### config.mk
export PLATFORM = sky130hd
export DESIGN_NAME = rob_complete_arbiter_flat
export DESIGN_NICKNAME = d
export VERILOG_FILES = /design/src/rtl/params_pkg.sv /design/src/rtl/rob_complete_arbiter_if.sv /design/src/rtl/rr_arbiter.sv /design/src/rtl/rob_complete_arbiter.sv /design/src/flat_wrapper.sv
export SDC_FILE = /design/constraint.sdc
export NUM_CORES = 1
export LEC_CHECK = 0
export CAP_MARGIN = 10
export CORE_UTILIZATION = 40
export DETAILED_ROUTE_END_ITERATION = 10
export HOLD_SLACK_MARGIN = 0.03
export PLACE_DENSITY = 0.86
export SETUP_SLACK_MARGIN = 0.05
export SLEW_MARGIN = 20
export SYNTH_ARGS = -nofsm -noshare
export SYNTH_HDL_FRONTEND = slang
export SYNTH_SLANG_ARGS = --single-unit
### constraint.sdc
create_clock -name clk_i -period 2.5 [get_ports clk_i]
set_input_delay 0.5 -clock clk_i [delete_from_list [all_inputs] [get_ports clk_i]]
set_output_delay 0.5 -clock clk_i [all_outputs]
set_load 0.005 [all_outputs]
### src/rtl/params_pkg.sv
// Shared defaults and the completion payload type for the ROB completion arbiter.
// The payload widths follow the default ROB index and data widths.
package params_pkg;

  localparam int unsigned NUM_REQ_DEFAULT         = 3;
  localparam int unsigned ROB_ENTRY_WIDTH_DEFAULT = 2;
  localparam int unsigned DATA_WIDTH_DEFAULT      = 32;
  localparam int unsigned CNT_WIDTH_DEFAULT       = 16;

  typedef struct packed {
    logic [ROB_ENTRY_WIDTH_DEFAULT-1:0] idx;
    logic [DATA_WIDTH_DEFAULT-1:0]      data;
    logic                               excp;
  } cpl_payload_t;

  // Modulo-n increment, used to advance the round-robin pointer past a winner.
  function automatic int unsigned wrap_inc(input int unsigned v, input int unsigned n);
    return (v + 1 >= n) ? 0 : v + 1;
  endfunction

endpackage

### src/rtl/rob_complete_arbiter_if.sv
// Request/completion bundle between functional units, the arbiter and the ROB.
// The master side is the requester/ROB environment; the slave side is the arbiter.
interface rob_complete_arbiter_if
  import params_pkg::*;
#(
  parameter int unsigned NUM_REQ         = NUM_REQ_DEFAULT,
  parameter int unsigned ROB_ENTRY_WIDTH = ROB_ENTRY_WIDTH_DEFAULT,
  parameter int unsigned DATA_WIDTH      = DATA_WIDTH_DEFAULT,
  parameter int unsigned CNT_WIDTH       = CNT_WIDTH_DEFAULT
);

  logic [NUM_REQ-1:0]                      req_valid_i;
  logic [NUM_REQ-1:0][ROB_ENTRY_WIDTH-1:0] req_idx_i;
  logic [NUM_REQ-1:0][DATA_WIDTH-1:0]      req_data_i;
  logic [NUM_REQ-1:0]                      req_excp_i;
  logic [NUM_REQ-1:0]                      req_ready_o;
  logic                                    flush_i;
  logic                                    cnt_clr_i;
  logic                                    complete_valid_o;
  logic [ROB_ENTRY_WIDTH-1:0]              complete_idx_o;
  logic [DATA_WIDTH-1:0]                   complete_data_o;
  logic                                    complete_excp_o;
  logic [NUM_REQ-1:0][CNT_WIDTH-1:0]       grant_cnt_o;

  modport master (
    output req_valid_i, req_idx_i, req_data_i, req_excp_i, flush_i, cnt_clr_i,
    input  req_ready_o, complete_valid_o, complete_idx_o, complete_data_o,
           complete_excp_o, grant_cnt_o
  );

  modport slave (
    input  req_valid_i, req_idx_i, req_data_i, req_excp_i, flush_i, cnt_clr_i,
    output req_ready_o, complete_valid_o, complete_idx_o, complete_data_o,
           complete_excp_o, grant_cnt_o
  );

endinterface

### src/rtl/rr_arbiter.sv
// Purely combinational round-robin selector: search starts at i_ptr, wraps,
// first valid requester wins. Produces a one-hot grant and the winner's index.
module rr_arbiter #(
  parameter  int unsigned NUM_REQ = 3,
  localparam int unsigned PtrW    = (NUM_REQ > 1) ? $clog2(NUM_REQ) : 1
) (
  input  logic [NUM_REQ-1:0] i_valid,
  input  logic [PtrW-1:0]    i_ptr,
  output logic [NUM_REQ-1:0] o_gnt,
  output logic [PtrW-1:0]    o_gnt_idx
);

  logic [NUM_REQ-1:0][PtrW-1:0] w_cand;
  logic                         w_found;

  // w_cand[k] is the requester examined k-th in priority order.
  for (genvar k = 0; k < NUM_REQ; k++) begin : g_cand
    assign w_cand[k] = PtrW'((32'(i_ptr) + k) % NUM_REQ);
  end

  always_comb begin
    o_gnt     = '0;
    o_gnt_idx = '0;
    w_found   = 1'b0;
    for (int unsigned k = 0; k < NUM_REQ; k++) begin
      if (!w_found && i_valid[w_cand[k]]) begin
        w_found          = 1'b1;
        o_gnt[w_cand[k]] = 1'b1;
        o_gnt_idx        = w_cand[k];
      end
    end
  end

endmodule

### src/rtl/rob_complete_arbiter.sv
// Arbitrates functional-unit completions onto the single ROB completion port,
// registering the winner's payload and counting accepted completions per requester.
module rob_complete_arbiter
  import params_pkg::*;
#(
  parameter int unsigned NUM_REQ         = NUM_REQ_DEFAULT,
  parameter int unsigned ROB_ENTRY_WIDTH = ROB_ENTRY_WIDTH_DEFAULT,
  parameter int unsigned DATA_WIDTH      = DATA_WIDTH_DEFAULT,
  parameter int unsigned CNT_WIDTH       = CNT_WIDTH_DEFAULT
) (
  input logic                   clk_i,
  input logic                   rst_i,
  rob_complete_arbiter_if.slave bus
);

  localparam int unsigned PtrW = (NUM_REQ > 1) ? $clog2(NUM_REQ) : 1;

  logic [PtrW-1:0]                   r_ptr;
  logic                              r_cpl_valid;
  cpl_payload_t                      r_cpl;
  logic [NUM_REQ-1:0][CNT_WIDTH-1:0] r_cnt;

  logic [NUM_REQ-1:0]                w_valid;
  logic [NUM_REQ-1:0]                w_gnt;
  logic [PtrW-1:0]                   w_gnt_idx;
  logic                              w_fire;
  cpl_payload_t                      w_sel;
  logic [PtrW-1:0]                   w_ptr_d;
  logic [NUM_REQ-1:0][CNT_WIDTH-1:0] w_cnt_d;

  // Flush and reset hide all requests from the arbiter, so no grant and no pointer move.
  assign w_valid = bus.req_valid_i & {NUM_REQ{rst_i & ~bus.flush_i}};

  rr_arbiter #(
    .NUM_REQ (NUM_REQ)
  ) u_rr_arbiter (
    .i_valid   (w_valid),
    .i_ptr     (r_ptr),
    .o_gnt     (w_gnt),
    .o_gnt_idx (w_gnt_idx)
  );

  assign w_fire = |w_gnt;

  always_comb begin
    w_sel = '0;
    for (int unsigned i = 0; i < NUM_REQ; i++) begin
      if (w_gnt[i]) begin
        w_sel.idx  = bus.req_idx_i[i];
        w_sel.data = bus.req_data_i[i];
        w_sel.excp = bus.req_excp_i[i];
      end
    end
  end

  always_comb begin
    w_ptr_d = r_ptr;
    if (w_fire) begin
      w_ptr_d = PtrW'(wrap_inc(32'(w_gnt_idx), NUM_REQ));
    end
  end

  // Clear wins over a same-cycle increment; counters stick at all-ones.
  always_comb begin
    for (int unsigned i = 0; i < NUM_REQ; i++) begin
      w_cnt_d[i] = r_cnt[i];
      if (bus.cnt_clr_i) begin
        w_cnt_d[i] = '0;
      end else if (w_gnt[i] && !(&r_cnt[i])) begin
        w_cnt_d[i] = r_cnt[i] + CNT_WIDTH'(1);
      end
    end
  end

  always_ff @(posedge clk_i or negedge rst_i) begin
    if (!rst_i) begin
      r_ptr       <= '0;
      r_cpl_valid <= 1'b0;
      r_cpl       <= '0;
      r_cnt       <= '0;
    end else begin
      r_ptr       <= w_ptr_d;
      r_cpl_valid <= w_fire;
      if (w_fire) begin
        r_cpl <= w_sel;
      end
      r_cnt       <= w_cnt_d;
    end
  end

  assign bus.req_ready_o      = w_gnt;
  // A completion registered just before a flush must not reach the ROB.
  assign bus.complete_valid_o = r_cpl_valid & ~bus.flush_i;
  assign bus.complete_idx_o   = r_cpl.idx;
  assign bus.complete_data_o  = r_cpl.data;
  assign bus.complete_excp_o  = r_cpl.excp;
  assign bus.grant_cnt_o      = r_cnt;

endmodule

### src/flat_wrapper.sv
// flat-port wrapper written by rule: the top's interface ports become plain ports
module rob_complete_arbiter_flat import params_pkg::*;
#(
  parameter int unsigned NUM_REQ         = NUM_REQ_DEFAULT,
  parameter int unsigned ROB_ENTRY_WIDTH = ROB_ENTRY_WIDTH_DEFAULT,
  parameter int unsigned DATA_WIDTH      = DATA_WIDTH_DEFAULT,
  parameter int unsigned CNT_WIDTH       = CNT_WIDTH_DEFAULT
)
  (clk_i, rst_i, bus_req_valid_i, bus_req_idx_i, bus_req_data_i, bus_req_excp_i, bus_flush_i, bus_cnt_clr_i, bus_req_ready_o, bus_complete_valid_o, bus_complete_idx_o, bus_complete_data_o, bus_complete_excp_o, bus_grant_cnt_o);
  rob_complete_arbiter_if #(.NUM_REQ(NUM_REQ), .ROB_ENTRY_WIDTH(ROB_ENTRY_WIDTH), .DATA_WIDTH(DATA_WIDTH), .CNT_WIDTH(CNT_WIDTH)) bus_i ();
  input logic clk_i;
  input logic rst_i;
  input wire logic [$bits(bus_i.req_valid_i)-1:0] bus_req_valid_i;
  input wire logic [$bits(bus_i.req_idx_i)-1:0] bus_req_idx_i;
  input wire logic [$bits(bus_i.req_data_i)-1:0] bus_req_data_i;
  input wire logic [$bits(bus_i.req_excp_i)-1:0] bus_req_excp_i;
  input wire logic [$bits(bus_i.flush_i)-1:0] bus_flush_i;
  input wire logic [$bits(bus_i.cnt_clr_i)-1:0] bus_cnt_clr_i;
  output wire logic [$bits(bus_i.req_ready_o)-1:0] bus_req_ready_o;
  output wire logic [$bits(bus_i.complete_valid_o)-1:0] bus_complete_valid_o;
  output wire logic [$bits(bus_i.complete_idx_o)-1:0] bus_complete_idx_o;
  output wire logic [$bits(bus_i.complete_data_o)-1:0] bus_complete_data_o;
  output wire logic [$bits(bus_i.complete_excp_o)-1:0] bus_complete_excp_o;
  output wire logic [$bits(bus_i.grant_cnt_o)-1:0] bus_grant_cnt_o;
  assign bus_i.req_valid_i = bus_req_valid_i;
  assign bus_i.req_idx_i = bus_req_idx_i;
  assign bus_i.req_data_i = bus_req_data_i;
  assign bus_i.req_excp_i = bus_req_excp_i;
  assign bus_i.flush_i = bus_flush_i;
  assign bus_i.cnt_clr_i = bus_cnt_clr_i;
  assign bus_req_ready_o = bus_i.req_ready_o;
  assign bus_complete_valid_o = bus_i.complete_valid_o;
  assign bus_complete_idx_o = bus_i.complete_idx_o;
  assign bus_complete_data_o = bus_i.complete_data_o;
  assign bus_complete_excp_o = bus_i.complete_excp_o;
  assign bus_grant_cnt_o = bus_i.grant_cnt_o;
  rob_complete_arbiter #(.NUM_REQ(NUM_REQ), .ROB_ENTRY_WIDTH(ROB_ENTRY_WIDTH), .DATA_WIDTH(DATA_WIDTH), .CNT_WIDTH(CNT_WIDTH)) u_core (.clk_i(clk_i), .rst_i(rst_i), .bus(bus_i));
endmodule
Word level (Yosys, flattened, before mapping) --
Index checks and enable logic that the tools add are counted.
Operators by class: bitwise operators 6, div/mod/pow operators 3, shift-type cells 0, equal/unequal tests 0, $add $sub $neg 6, order comparisons 7, muxes and demuxes 30, reduce and logical (&&, ||, !) cells 20, multiply operators 0
Operators with widths (number):
- $mux W35 | 3
- $mux W16 | 6
- $mod A32 B2 Y32 const B | 2
- $add A16 B1 Y16 const B | 3
- $reduce_and A16 Y1 | 3
- $mod A2 B2 Y32 const B | 1
- $lt A2 B3 Y1 const B | 3
- $mux W3 | 3
- $logic_and A1 B1 Y1 | 8
- $mux W1 | 8
- $mux W2 | 4
- $add A2 B1 Y3 const B | 2
- $bmux W1 S2 | 3
- $demux W1 S2 | 3
- $ge A2 B1 Y1 const B | 3
- $or A3 B3 Y3 | 2
- $reduce_bool A2 Y1 | 3
- $logic_not A1 Y1 | 5
- $add A2 B2 Y3 const B | 1
- $and A3 B3 Y3 | 1
- $ge A3 B2 Y1 const B | 1
- $reduce_or A3 Y1 | 1
- $and A1 B1 Y1 | 2
- $not A1 Y1 | 1
Word-level totals: RAM bits 0, bits in read-only memories 0, bits in latches 0, flip-flop bits (word level) 86, logic and storage cells 80, output and inout port bits 87, memories 0, input bits 112

Depth between registers and ports, before layout --
Gate-level depths: netlist of the first run.
depth after elaboration 15, depth in mapped cells 11, depth with buffers taken out 9

By module --
From an unflattened synthesis of the first run, not the netlist that was laid out.
Second synthesis, totals: cell total of the unflattened synthesis 492, area, all modules 4589.4 µm²
By module, submodules not included:
- rob_complete_arbiter | cells an instance 454, instances 1, seq. area each 2152.1 µm², area an instance 4322.9 µm²
- rr_arbiter | cells an instance 38, instances 1, seq. area each 0.0 µm², area an instance 266.5 µm²

Worst setup path after synthesis of the first run --
OpenSTA, ideal clock, no wires.
path type reg-to-output, start register u_core.r_ptr[0], end output port bus_req_ready_o[0], path buffers 2, required time 2000 ps, stages on the path, launching flop included 10, arrival 2153 ps, path slack -153 ps, path through dfrtp_1 inv_1 ha_1 mux2i_1 o32ai_4 nor3_1 a221oi_1 buf_2 buf_2 inv_1
On the way: cells in the longest elaborated chain, start to end 10, elaborated cells between the ends (all ways) 37, those cells by class add/sub (2); div (3); order compare (6); mux (17); bitwise (2); reduce/logical (7)
RTL lines:
- start, declared | RTL line rob_complete_arbiter.sv:18 | logic [PtrW-1:0] r_ptr;
- start signal, assigned | RTL line rob_complete_arbiter.sv:82 | r_ptr <= w_ptr_d;
- $add A2 B1 Y3 or $mod A2 B2 Y32 (tied branches) | RTL line rr_arbiter.sv:18 | assign w_cand[k] = PtrW'((32'(i_ptr) + k) % NUM_REQ);
- $mod A32 B2 Y32, or another cell as far along | RTL line rr_arbiter.sv:18
- $lt A2 B3 Y1 (implied by the code), or another cell as far along | RTL line rr_arbiter.sv:28 | o_gnt[w_cand[k]] = 1'b1;
- $logic_and A1 B1 Y1 (implied by the code), or another cell as far along | RTL line rr_arbiter.sv:28
- $mux W1 (implied by the code), or another cell as far along | RTL line rr_arbiter.sv:28
- $demux W1 S2, or another cell as far along | RTL line rr_arbiter.sv:28
- $or A3 B3 Y3 (no line) or $mux W1 (tied branches)
- $mux W3 or $logic_not A1 Y1 (tied branches) | RTL line rr_arbiter.sv:26 | if (!w_found && i_valid[w_cand[k]]) begin
- $or A3 B3 Y3 (no line) or $logic_and A1 B1 Y1 (tied branches)
- $mux W3 * | RTL line rr_arbiter.sv:26
- end, declared | RTL line flat_wrapper.sv:19 | output wire logic [$bits(bus_i.req_ready_o)-1:0] bus_req_ready_o;
Every way passes the cells marked *; elsewhere a longest branch is shown, timed or not. The select of a mux whose other input is x is not followed.

Worst setup path in the final report of the first run --
Ends and elaborated chain as after synthesis.

==> results of run 1 <==
==> area by class of cell <==
type / instances / area (um^2)
repair buffers: 305 / 3220
flip-flops and latches: 86 / 2150
clock inverters: 7 / 75.1
inverters: 18 / 67.6
clock buffers: 9 / 225
fillers: 769 / 2920
multi-input cells: 390 / 3290
well taps: 168 / 210
==> power groups by stage <==
stage | logic, mW | clock network (mW) | registers [mW]
5_1_grt | 4.78 | 1.44 | 2.06
3_5_place_dp | 3.02 | 0 | 1.99
3_3_place_gp | 2.89 | 0 | 1.99
6_report | 4.59 | 1.37 | 2.02
4_1_cts | 3.74 | 1.37 | 1.98
2_1_floorplan | 1.56 | 0 | 1.97
==> flip-flops by register name (all words and copies together) (netlist names) <==
register	flops
u_core.bus.complete_data_o	32
u_core.r_ptr	2
u_core.bus.complete_excp_o	1
u_core.bus.grant_cnt_o	48
u_core.r_cpl_valid	1
u_core.bus.complete_idx_o	2
==> routing by layer <==
layer | wire length (um) | up-vias
li1 | - | 2632
met1 | 7690 | 3014
met2 | 11200 | 414
met3 | 1660 | 112
met4 | 1050 | 2
met5 | 13 | -
==> through the flow <==
stage          utilization  hold slack [ns]  worst slack [ns]  instances
2_1_floorplan            -            0.204           -0.0530        539
5_1_grt              0.760            0.324            -0.432        983
3_5_place_dp         0.616            0.534            -0.829        907
4_1_cts              0.710            0.298            -0.321        968
3_3_place_gp         0.616            0.521            -0.682        907
6_report             0.760            0.281            -0.374        983
==> timing repair <==
action                                  4_1_cts  5_1_grt
resized for setup                           104       91
setup buffers                                39       11
cloned                                        7        8
hold buffers                                  0        0
pin swaps                                    64       50
endpoints found under the setup margin       89       89
==> worst max-delay path by stage <==
stage                    startpoint                        endpoint
floorplan           u_core.r_ptr[0]              bus_req_ready_o[0]
finish              u_core.r_ptr[0]              bus_req_ready_o[0]
CTS                 u_core.r_ptr[1]              bus_req_ready_o[0]
global route        u_core.r_ptr[0]              bus_req_ready_o[0]
detailed placement      bus_flush_i  u_core.bus.complete_data_o[20]
global placement        bus_flush_i              bus_req_ready_o[0]
==> logic make-up after synthesis <==
kind of cell,after synthesis,share of synthesized area
mux,8,0.0168
simple gates,204,0.222
xor+xnor,10,0.0173
flops,86,0.426
buf+inv,63,0.0518
fa+ha+maj,7,0.0173
compound gates,161,0.248
==> worst register-to-register path: cells and delay by family, from the launching register on <==
kind / cells / cell delay [ns]
and+or+nand+nor: 1 / 0.17
DFF: 1 / 0.39
muxes: 2 / 0.40
buffers and inverters: 6 / 0.92
adders and majority gates: 1 / 0.22
AOI/OAI and AO/OA: 3 / 0.63
==> cell usage in the layout (no fill, tap or decap), types with 4 or more instances in the layout <==
master / synthesis / final
or4_1: 25 / 11
clkdlybuf4s50_1: 0 / 192
ha_1: 7 / 5
o2111ai_2: 0 / 4
o221ai_2: 0 / 5
o221ai_1: 35 / 30
o21ai_0: 10 / 8
xor2_1: 9 / 8
a21oi_1: 34 / 12
nand2_1: 52 / 51
a2bb2oi_2: 0 / 18
o31ai_4: 0 / 5
o31ai_1: 23 / 13
inv_1: 18 / 13
o31ai_2: 0 / 5
inv_2: 0 / 5
dfrtp_1: 86 / 85
clkbuf_16: 0 / 14
a2bb2oi_1: 35 / 17
and3_1: 9 / 9
a21oi_2: 0 / 22
or4_4: 0 / 14
or3_1: 42 / 39
nand3_1: 18 / 18
buf_12: 0 / 9
buf_4: 1 / 54
nor3_1: 5 / 4
buf_8: 0 / 5
nand4_1: 6 / 6
buf_6: 0 / 32
nor2_1: 24 / 24
==> impl_metrics.env, run 1 <==
export IMPL_power_density_mw_per_mm2=863
export IMPL_regToRegSetupSlack_ns=-0.36
export IMPL_power_frac_comb=0.575
export IMPL_overflow=0
export IMPL_sw_frac_of_total=0.342
export IMPL_n_antenna_cell=0
export IMPL_synth_top_cells_by_area="dfrtp_1 43%, a2bb2oi_1 6.1%, o221ai_1 6.1%"
export IMPL_hold_path_class="in2async"
export IMPL_worstSkewPairLatency_ns=0.34
export IMPL_grtUsageMet1=0.345
export IMPL_fin_ws_ns=-0.374
export IMPL_syn_cell_area_mm2=0.00505
export IMPL_min_period_ns=2.87
export IMPL_synth_ff_latch_count=86
export IMPL_peakVddDrop_mv=0.590
export IMPL_synth_area_leader_cell="dfrtp_1"
export IMPL_cts_buffers=9
export IMPL_tightest_slew_ns=0.814
export IMPL_first_pass_iters=5
export IMPL_grt_max_degree=45
export IMPL_cts_root_buf="clkbuf_16"
export IMPL_post_route_period_util=1.15
export IMPL_arrival_ns=2.37
export IMPL_wl_mm=21.6
export IMPL_via_count=6174
export IMPL_p_switching_mw=2.73
export IMPL_clk_pin_slew_ns=0.07
export IMPL_pin_count=199
export IMPL_drc=0
export IMPL_antenna_found_initial=1
export IMPL_initial_core_util=0.415
export IMPL_syn_inst=539
export IMPL_fin_area_mm2=0.00924
export IMPL_yosys_cell_count_top_type="dfrtp_1"
export IMPL_drt_iter0_drc=700
export IMPL_cts_tree="built"
export IMPL_power_internal_mw=5.25
export IMPL_r2r_end="u_core.bus.complete_data_o[14]"
export IMPL_power_total_mw=7.98
export IMPL_rsz0062_at_grt="yes"
export IMPL_yosys_warnings=0
export IMPL_gr_max_usage_layer="met2"
export IMPL_cp_max_fo=3
export IMPL_synth_avg_cell_area_um2=9.37
export IMPL_yosys_top_cells_count="86 x dfrtp_1, 52 x nand2_1, 42 x or3_1"
export IMPL_cp_depth=9
export IMPL_met2_usage=0.529
export IMPL_nets=929
export IMPL_violations="negative setup slack"
export IMPL_p_leak_nw=3.59
export IMPL_setup_viol=88
export IMPL_die_area_mm2=0.0131
export IMPL_core_rowCount=40
export IMPL_crit_reg2reg_launch="u_core.r_ptr[0]"
export IMPL_maxSlewViolCount=0
export IMPL_tns_ns=-22.32
export IMPL_clockBufferDepth=2
export IMPL_synth_edf_count=0
export IMPL_grt_pass1_wl_mm=30.6
export IMPL_grt_pass1_vias=6139
export IMPL_ys_seq_area_frac=0.426
export IMPL_max_slew_margin=0.456
export IMPL_io_buffers=198
export IMPL_required_ns=2.00
export IMPL_crit_slowest_cell="dfrtp_1"
export IMPL_crit_path_start_kind="register"
export IMPL_synth_fp_nets=658
export IMPL_async_reset_ff_frac=1.00
export IMPL_criticalPathCategory="reg2out"
export IMPL_slowest_delay_ns=0.39
export IMPL_critPathBufInv=4
export IMPL_place_gp_congestion=0.875
export IMPL_wire_per_inst_um=22.0
export IMPL_die_x_um=114
export IMPL_antenna_left=0
export IMPL_placed_cell_area_mm2=0.00749
export IMPL_grt_usage=0.298
export IMPL_endpoint_kind="output port"
export IMPL_fp_coreArea_mm2=0.0122
export IMPL_drive_gt1_frac=0.297
export IMPL_die_h_um=114
export IMPL_dp_hpwl_mm=12.0
export IMPL_areaGrowthSynthToFinish_pct=83.0
export IMPL_ys_flop_type="dfrtp_1"
export IMPL_p_clk_frac=0.171
export IMPL_cpLargestDelayFamily="compound AO/OA/AOI/OAI gates"
export IMPL_met3_usage=0.0492
export IMPL_path_cells="buf_4 > ha_4 > mux2i_4 > o32ai_4 > buf_6 > nor3_4 > a221oi_4 > inv_2 > buf_2"
export IMPL_seqPwrFrac=0.254
export IMPL_status="complete, but fails checks"
export IMPL_finClkSkew_ns=0.0101
export IMPL_ctsHtreeMaxLevel=3
export IMPL_fmax_ghz=0.348
export IMPL_reg2reg_depth=13
export IMPL_synth_top_area_frac=0.426
export IMPL_vias_per_cell=6.28
export IMPL_hold_viol=0
export IMPL_clock_sinks=86
export IMPL_maxCapViolations=0
export IMPL_yosysUniqueCellTypes=51
Power figures use the tool's default switching activity.
==> run 2: changes to the inputs <==
Settings changed: CTS_CLUSTER_SIZE from default to 8, SKIP_LAST_GASP from default to 1.
==> impl_metrics.env, run 2 (synthesis gave the netlist of run 1 again) <==
export IMPL_slowest_delay_ns=0.39
export IMPL_die_area_mm2=0.0131
export IMPL_cts_tree="built"
export IMPL_hold_path_class="in2async"
export IMPL_power_internal_mw=5.27
export IMPL_status="complete, but fails checks"
export IMPL_min_period_ns=2.85
export IMPL_tightest_slew_ns=0.841
export IMPL_drive_gt1_frac=0.299
export IMPL_placed_cells=907
export IMPL_antenna_left=0
export IMPL_vias_per_cell=6.21
export IMPL_worst_hold_slack_ns=0.286
export IMPL_power_frac_comb=0.577
export IMPL_required_ns=2.71
export IMPL_p_leak_nw=3.59
export IMPL_dp_hpwl_mm=12.0
export IMPL_io_buffers=198
export IMPL_final_util=0.762
export IMPL_wire_per_inst_um=22.4
export IMPL_cp_max_fo=8
export IMPL_worstSkewPairLatency_ns=0.34
export IMPL_maxCapViolations=0
export IMPL_overflow=0
export IMPL_nets=930
export IMPL_via_count=6112
export IMPL_largest_reg_flops=48
export IMPL_critPathBufInv=6
export IMPL_violations="negative setup slack"
export IMPL_place_ws_ns=-0.829
export IMPL_nFillCells=771
export IMPL_antenna_found_initial=1
export IMPL_maxSlewViolCount=0
export IMPL_first_pass_iters=5
export IMPL_fmax_ghz=0.351
export IMPL_fp_coreArea_mm2=0.0122
export IMPL_crit_slowest_cell="dfrtp_1"
export IMPL_die_x_um=114
export IMPL_power_density_mw_per_mm2=867
export IMPL_wl_mm=22.1
export IMPL_drt_iter0_drc=674
export IMPL_endpoint_kind="register"
export IMPL_reg2reg_depth=13
export IMPL_cts_buffers=9
export IMPL_grt_pass1_vias=6119
export IMPL_grt_pass1_wl_mm=30.8
export IMPL_crit_path_start_kind="register"
export IMPL_n_antenna_cell=0
export IMPL_fin_ws_ns=-0.352
export IMPL_final_cell_mix="192 x clkdlybuf4s50_1, 85 x dfrtp_1, 58 x buf_4, 51 x nand2_1, 40 x or3_1"
export IMPL_grt_max_degree=45
export IMPL_die_h_um=114
export IMPL_pin_count=199
export IMPL_grt_usage=0.300
export IMPL_fin_cells=984
export IMPL_cp_endpoint="u_core.bus.complete_data_o[0]"
export IMPL_power_total_mw=8.04
export IMPL_crit_reg2reg_launch="u_core.r_ptr[0]"
export IMPL_rsz0062_at_grt="yes"
export IMPL_post_route_period_util=1.14
export IMPL_cp_common_cell="buf_6"
export IMPL_finClkSkew_ns=0.00626
export IMPL_criticalPathCategory="reg2reg"
export IMPL_layout_commonest_cell="clkdlybuf4s50_1"
export IMPL_cp_depth=13
export IMPL_initial_core_util=0.415
export IMPL_core_rowCount=40
export IMPL_max_slew_margin=0.438
export IMPL_clk_pin_slew_ns=0.07
export IMPL_areaGrowthSynthToFinish_pct=83.5
export IMPL_seqPwrFrac=0.253
export IMPL_peakVddDrop_mv=0.609
export IMPL_drc=0
export IMPL_cts_root_buf="clkbuf_16"
export IMPL_regToRegSetupSlack_ns=-0.35
export IMPL_path_cells="inv_2 > ha_4 > mux2i_4 > o32ai_4 > buf_4 > mux2i_1 > o21a_2 > buf_6 > buf_12 > nand4b_1 > buf_6 > clkbuf_16 > a2bb2oi_1"
export IMPL_clock_sinks=86
export IMPL_p_clk_frac=0.170
export IMPL_ctsHtreeMaxLevel=3
export IMPL_r2r_end="u_core.bus.complete_data_o[0]"
export IMPL_place_gp_congestion=0.875
export IMPL_cpLargestDelayFamily="buffers and inverters"
export IMPL_critPathLaunch="u_core.r_ptr[0]"
export IMPL_sw_frac_of_total=0.344
export IMPL_clockBufferDepth=2
export IMPL_setup_viol=85
export IMPL_p_switching_mw=2.76
export IMPL_hold_viol=0
export IMPL_arrival_ns=3.07
run 2: changes by cell type in the layout (fill, tap and decap cells not counted), moves of 2 or more:
| cell | change |
|---|---|
| o221ai_2 | -2 |
| a2bb2oi_1 | -3 |
| buf_4 | +4 |
| a2bb2oi_2 | +3 |
| o221ai_1 | +2 |
| buf_6 | -4 |
run 2: layout make-up:
type                            count  area, um^2  area share
Clock buffer                        9         225      0.0243
Inverter                           18        67.6     0.00729
Sequential cell                    86        2150       0.232
Timing Repair Buffer              306        3220       0.347
Multi-Input combinational cell    390        3320       0.358
Clock inverter                      7        75.1     0.00810
Tap cell                          168         210      0.0227
run 2: per-stage QoR:
step           instance area [um^2]  setup TNS [ns]
2_1_floorplan                  5110         -0.0868
3_3_place_gp                   7490          -46.13
3_5_place_dp                   7490          -55.37
4_1_cts                        8620          -17.72
5_1_grt                        9270          -28.58
6_report                       9270          -20.80
run 2: timing repair:
item                       in CTS  in global routing
gates resized for setup        99                 96
buffers inserted               39                 13
setup endpoints to repair      89                 89
pin swaps                      64                 43
hold buffers                    0                  0
gates cloned                    7                  8
run 2: worst min path at each step:
stage                                                to  slack, ns  cells past startpoint
after floorplan           u_core.bus.complete_data_o[0]       0.20                      0
after global placement     u_core.bus.complete_idx_o[0]       0.52                      1
after detailed placement  u_core.bus.complete_data_o[5]       0.53                      1
after CTS                    u_core.bus.grant_cnt_o[40]       0.30                      2
after global routing         u_core.bus.grant_cnt_o[40]       0.33                      2
final                        u_core.bus.grant_cnt_o[40]       0.29                      2
run 2: metal layers:
metal,vias up,part of all wire,global-route usage
li1,2631,-,-
met1,3032,0.37,0.339
met2,357,0.52,0.539
met3,90,0.073,0.0551
met4,2,0.044,0.156
met5,-,0.00059,0
run 2: power groups by stage:
stage               Sequential (mW)  Clock (mW)  Combinational, mW
finish                         2.03        1.37               4.64
floorplan                      1.97           0               1.56
global route                   2.06        1.44               4.84
CTS                            1.98        1.37               3.72
detailed placement             1.99           0               3.02
global placement               1.99           0               2.89
==> run 3: changes to the inputs <==
Settings changed: ABC_AREA from default to 1, CORE_UTILIZATION 40 to 41.
==> impl_metrics.env, run 3 <==
export IMPL_arrival_ns=1.87
export IMPL_die_x_um=118
export IMPL_regToRegSetupSlack_ns=0.23
export IMPL_power_density_mw_per_mm2=948
export IMPL_fp_coreArea_mm2=0.0132
export IMPL_gr_max_usage_layer="met2"
export IMPL_fin_cells=1220
export IMPL_grt_pass1_wl_mm=28.2
export IMPL_crit_reg2reg_launch="u_core.r_ptr[0]"
export IMPL_synth_edf_count=0
export IMPL_n_antenna_cell=0
export IMPL_nets=1159
export IMPL_largest_reg_flops=48
export IMPL_cp_max_fo=3
export IMPL_cts_buffers=9
export IMPL_pin_count=199
export IMPL_antenna_left=0
export IMPL_setup_viol=0
export IMPL_die_h_um=118
export IMPL_yosys_warnings=0
export IMPL_synth_fp_nets=924
export IMPL_via_count=6104
export IMPL_yosys_top_cells_count="286 x nand2_1, 91 x nand3_1, 86 x dfrtp_1"
export IMPL_synth_ff_latch_count=86
export IMPL_die_area_mm2=0.0139
export IMPL_grtUsageMet1=0.322
export IMPL_clk_pin_slew_ns=0.06
export IMPL_r2r_end="u_core.bus.grant_cnt_o[18]"
export IMPL_vias_per_cell=5.00
export IMPL_met3_usage=0.0329
export IMPL_wire_per_inst_um=14.3
export IMPL_clockBufferDepth=2
export IMPL_synth_avg_cell_area_um2=6.86
export IMPL_crit_path_start_kind="primary input"
export IMPL_status="finished clean"
export IMPL_hold_path_class="in2async"
export IMPL_grt_usage=0.253
export IMPL_post_route_period_util=0.947
export IMPL_tightest_slew_ns=0.688
export IMPL_final_cell_mix="280 x nand2_1, 192 x clkdlybuf4s50_1, 87 x nand3_1, 85 x dfrtp_1, 82 x inv_1"
export IMPL_max_slew_margin=0.542
export IMPL_ys_seq_area_frac=0.390
export IMPL_wl_mm=17.5
export IMPL_synth_area_leader_cell="dfrtp_1"
export IMPL_drt_iter0_drc=416
export IMPL_worstSkewPairLatency_ns=0.34
export IMPL_finClkSkew_ns=0.00766
export IMPL_first_pass_iters=5
export IMPL_yosysUniqueCellTypes=33
export IMPL_grt_pass1_vias=5737
export IMPL_antenna_found_initial=0
export IMPL_hold_viol=0
export IMPL_cts_tree="built"
export IMPL_grt_max_degree=55
export IMPL_drc=0
export IMPL_areaGrowthSynthToFinish_pct=51.9
export IMPL_cts_root_buf="clkbuf_16"
export IMPL_overflow=0
export IMPL_p_leak_nw=3.95
export IMPL_synth_top_area_frac=0.390
export IMPL_met2_usage=0.429
export IMPL_layout_commonest_cell="nand2_1"
export IMPL_io_buffers=198
export IMPL_yosys_cell_count_top_type="nand2_1"
export IMPL_syn_inst=805
export IMPL_tns_ns=0
export IMPL_place_gp_congestion=0.904
export IMPL_maxCapViolations=0
export IMPL_min_period_ns=2.37
export IMPL_drive_gt1_frac=0.109
export IMPL_dp_hpwl_mm=13.3
export IMPL_async_reset_ff_frac=1.00
export IMPL_maxSlewViolCount=0
export IMPL_peakVddDrop_mv=0.365
export IMPL_clock_sinks=86
export IMPL_criticalPathCategory="in2out"
export IMPL_initial_core_util=0.419
export IMPL_rsz0062_at_grt="no"
export IMPL_syn_cell_area_mm2=0.00552
export IMPL_placed_cells=1200
export IMPL_required_ns=2.00
export IMPL_ys_flop_type="dfrtp_1"
export IMPL_synth_top_cells_by_area="dfrtp_1 39%, nand2_1 19%, nand3_1 8.3%"
export IMPL_ctsHtreeMaxLevel=3
export IMPL_core_rowCount=42
export IMPL_endpoint_kind="output port"
export IMPL_fmax_ghz=0.423
export IMPL_reg2reg_depth=17
-- run 3: cell types whose count changed in the layout (fill, tap and decap cells not counted), moves of 32 or more --
| cell | change |
|---|---|
| o221ai_1 | -32 |
| nand3_1 | +69 |
| nor2_1 | +33 |
| or3_1 | -40 |
| nand2_1 | +229 |
| inv_1 | +69 |
-- run 3: worst max-delay path by stage --
stage	end	cells after the start	from
after floorplan	bus_req_ready_o[0]	12	u_core.r_ptr[0]
after global placement	bus_req_ready_o[0]	13	bus_flush_i
after detailed placement	u_core.bus.grant_cnt_o[3]	17	bus_flush_i
after CTS	bus_req_ready_o[2]	10	bus_req_valid_i[2]
after global routing	bus_req_ready_o[1]	11	bus_req_valid_i[1]
final	bus_req_ready_o[0]	10	bus_req_valid_i[1]
-- run 3: power by group --
group          internal, mW  switching [mW]
Sequential             1.79           0.215
Combinational          2.18            2.51
Clock                 0.717           0.548
-- run 3: through the flow --
step	area, um^2	hold WS (ns)	setup WS, ns	total power [mW]	utilization
after detailed placement	7980	0.464	-0.379	6.54	0.605
final	8390	0.279	0.133	7.95	0.636
after global placement	7980	0.460	-0.339	6.41	0.605
after CTS	8340	0.268	0.0510	7.91	0.632
after global routing	8390	0.324	0.0529	8.58	0.636
after floorplan	5520	0.204	0.330	4.47	-
-- run 3: kinds of logic after synthesis --
logic type      after synthesis  share of synthesized area
xor+xnor                     32                     0.0508
flops                        86                      0.390
simple gates                482                      0.377
compound gates               76                     0.0721
fa+ha+maj                     7                     0.0159
buf+inv                     122                     0.0943
-- run 3: critical path: stages --
cell and delay [ns]:
clkdlybuf4s50_1 0.52, nand3_2 0.10, nand2_1 0.09, nand3_1 0.08, nand2_2 0.08, nand2_2 0.06
o21ai_2 0.14, inv_1 0.06, nand2_2 0.09, buf_4 0.13
-- run 3: area by class of cell --
class | instances | area (um^2)
clock buffer | 11 | 253
clock inverter | 4 | 22.5
fill | 1098 | 4800
inverter | 91 | 347
multi-input combinational | 597 | 2920
sequential | 86 | 2150
tap | 176 | 220
timing repair buffer | 255 | 2470
-- run 3: what timing repair did --
action,4_1_cts,5_1_grt
resized for setup,25,16
setup endpoints to repair,19,46
buffers inserted,5,0
pin swaps,7,5
hold buffers,0,0
-- run 3: metal layers --
metal,up-vias,routed length [um]
met2,266,8430
met3,32,1240
met4,0,531
li1,3026,-
met1,2780,7300
met5,-,0
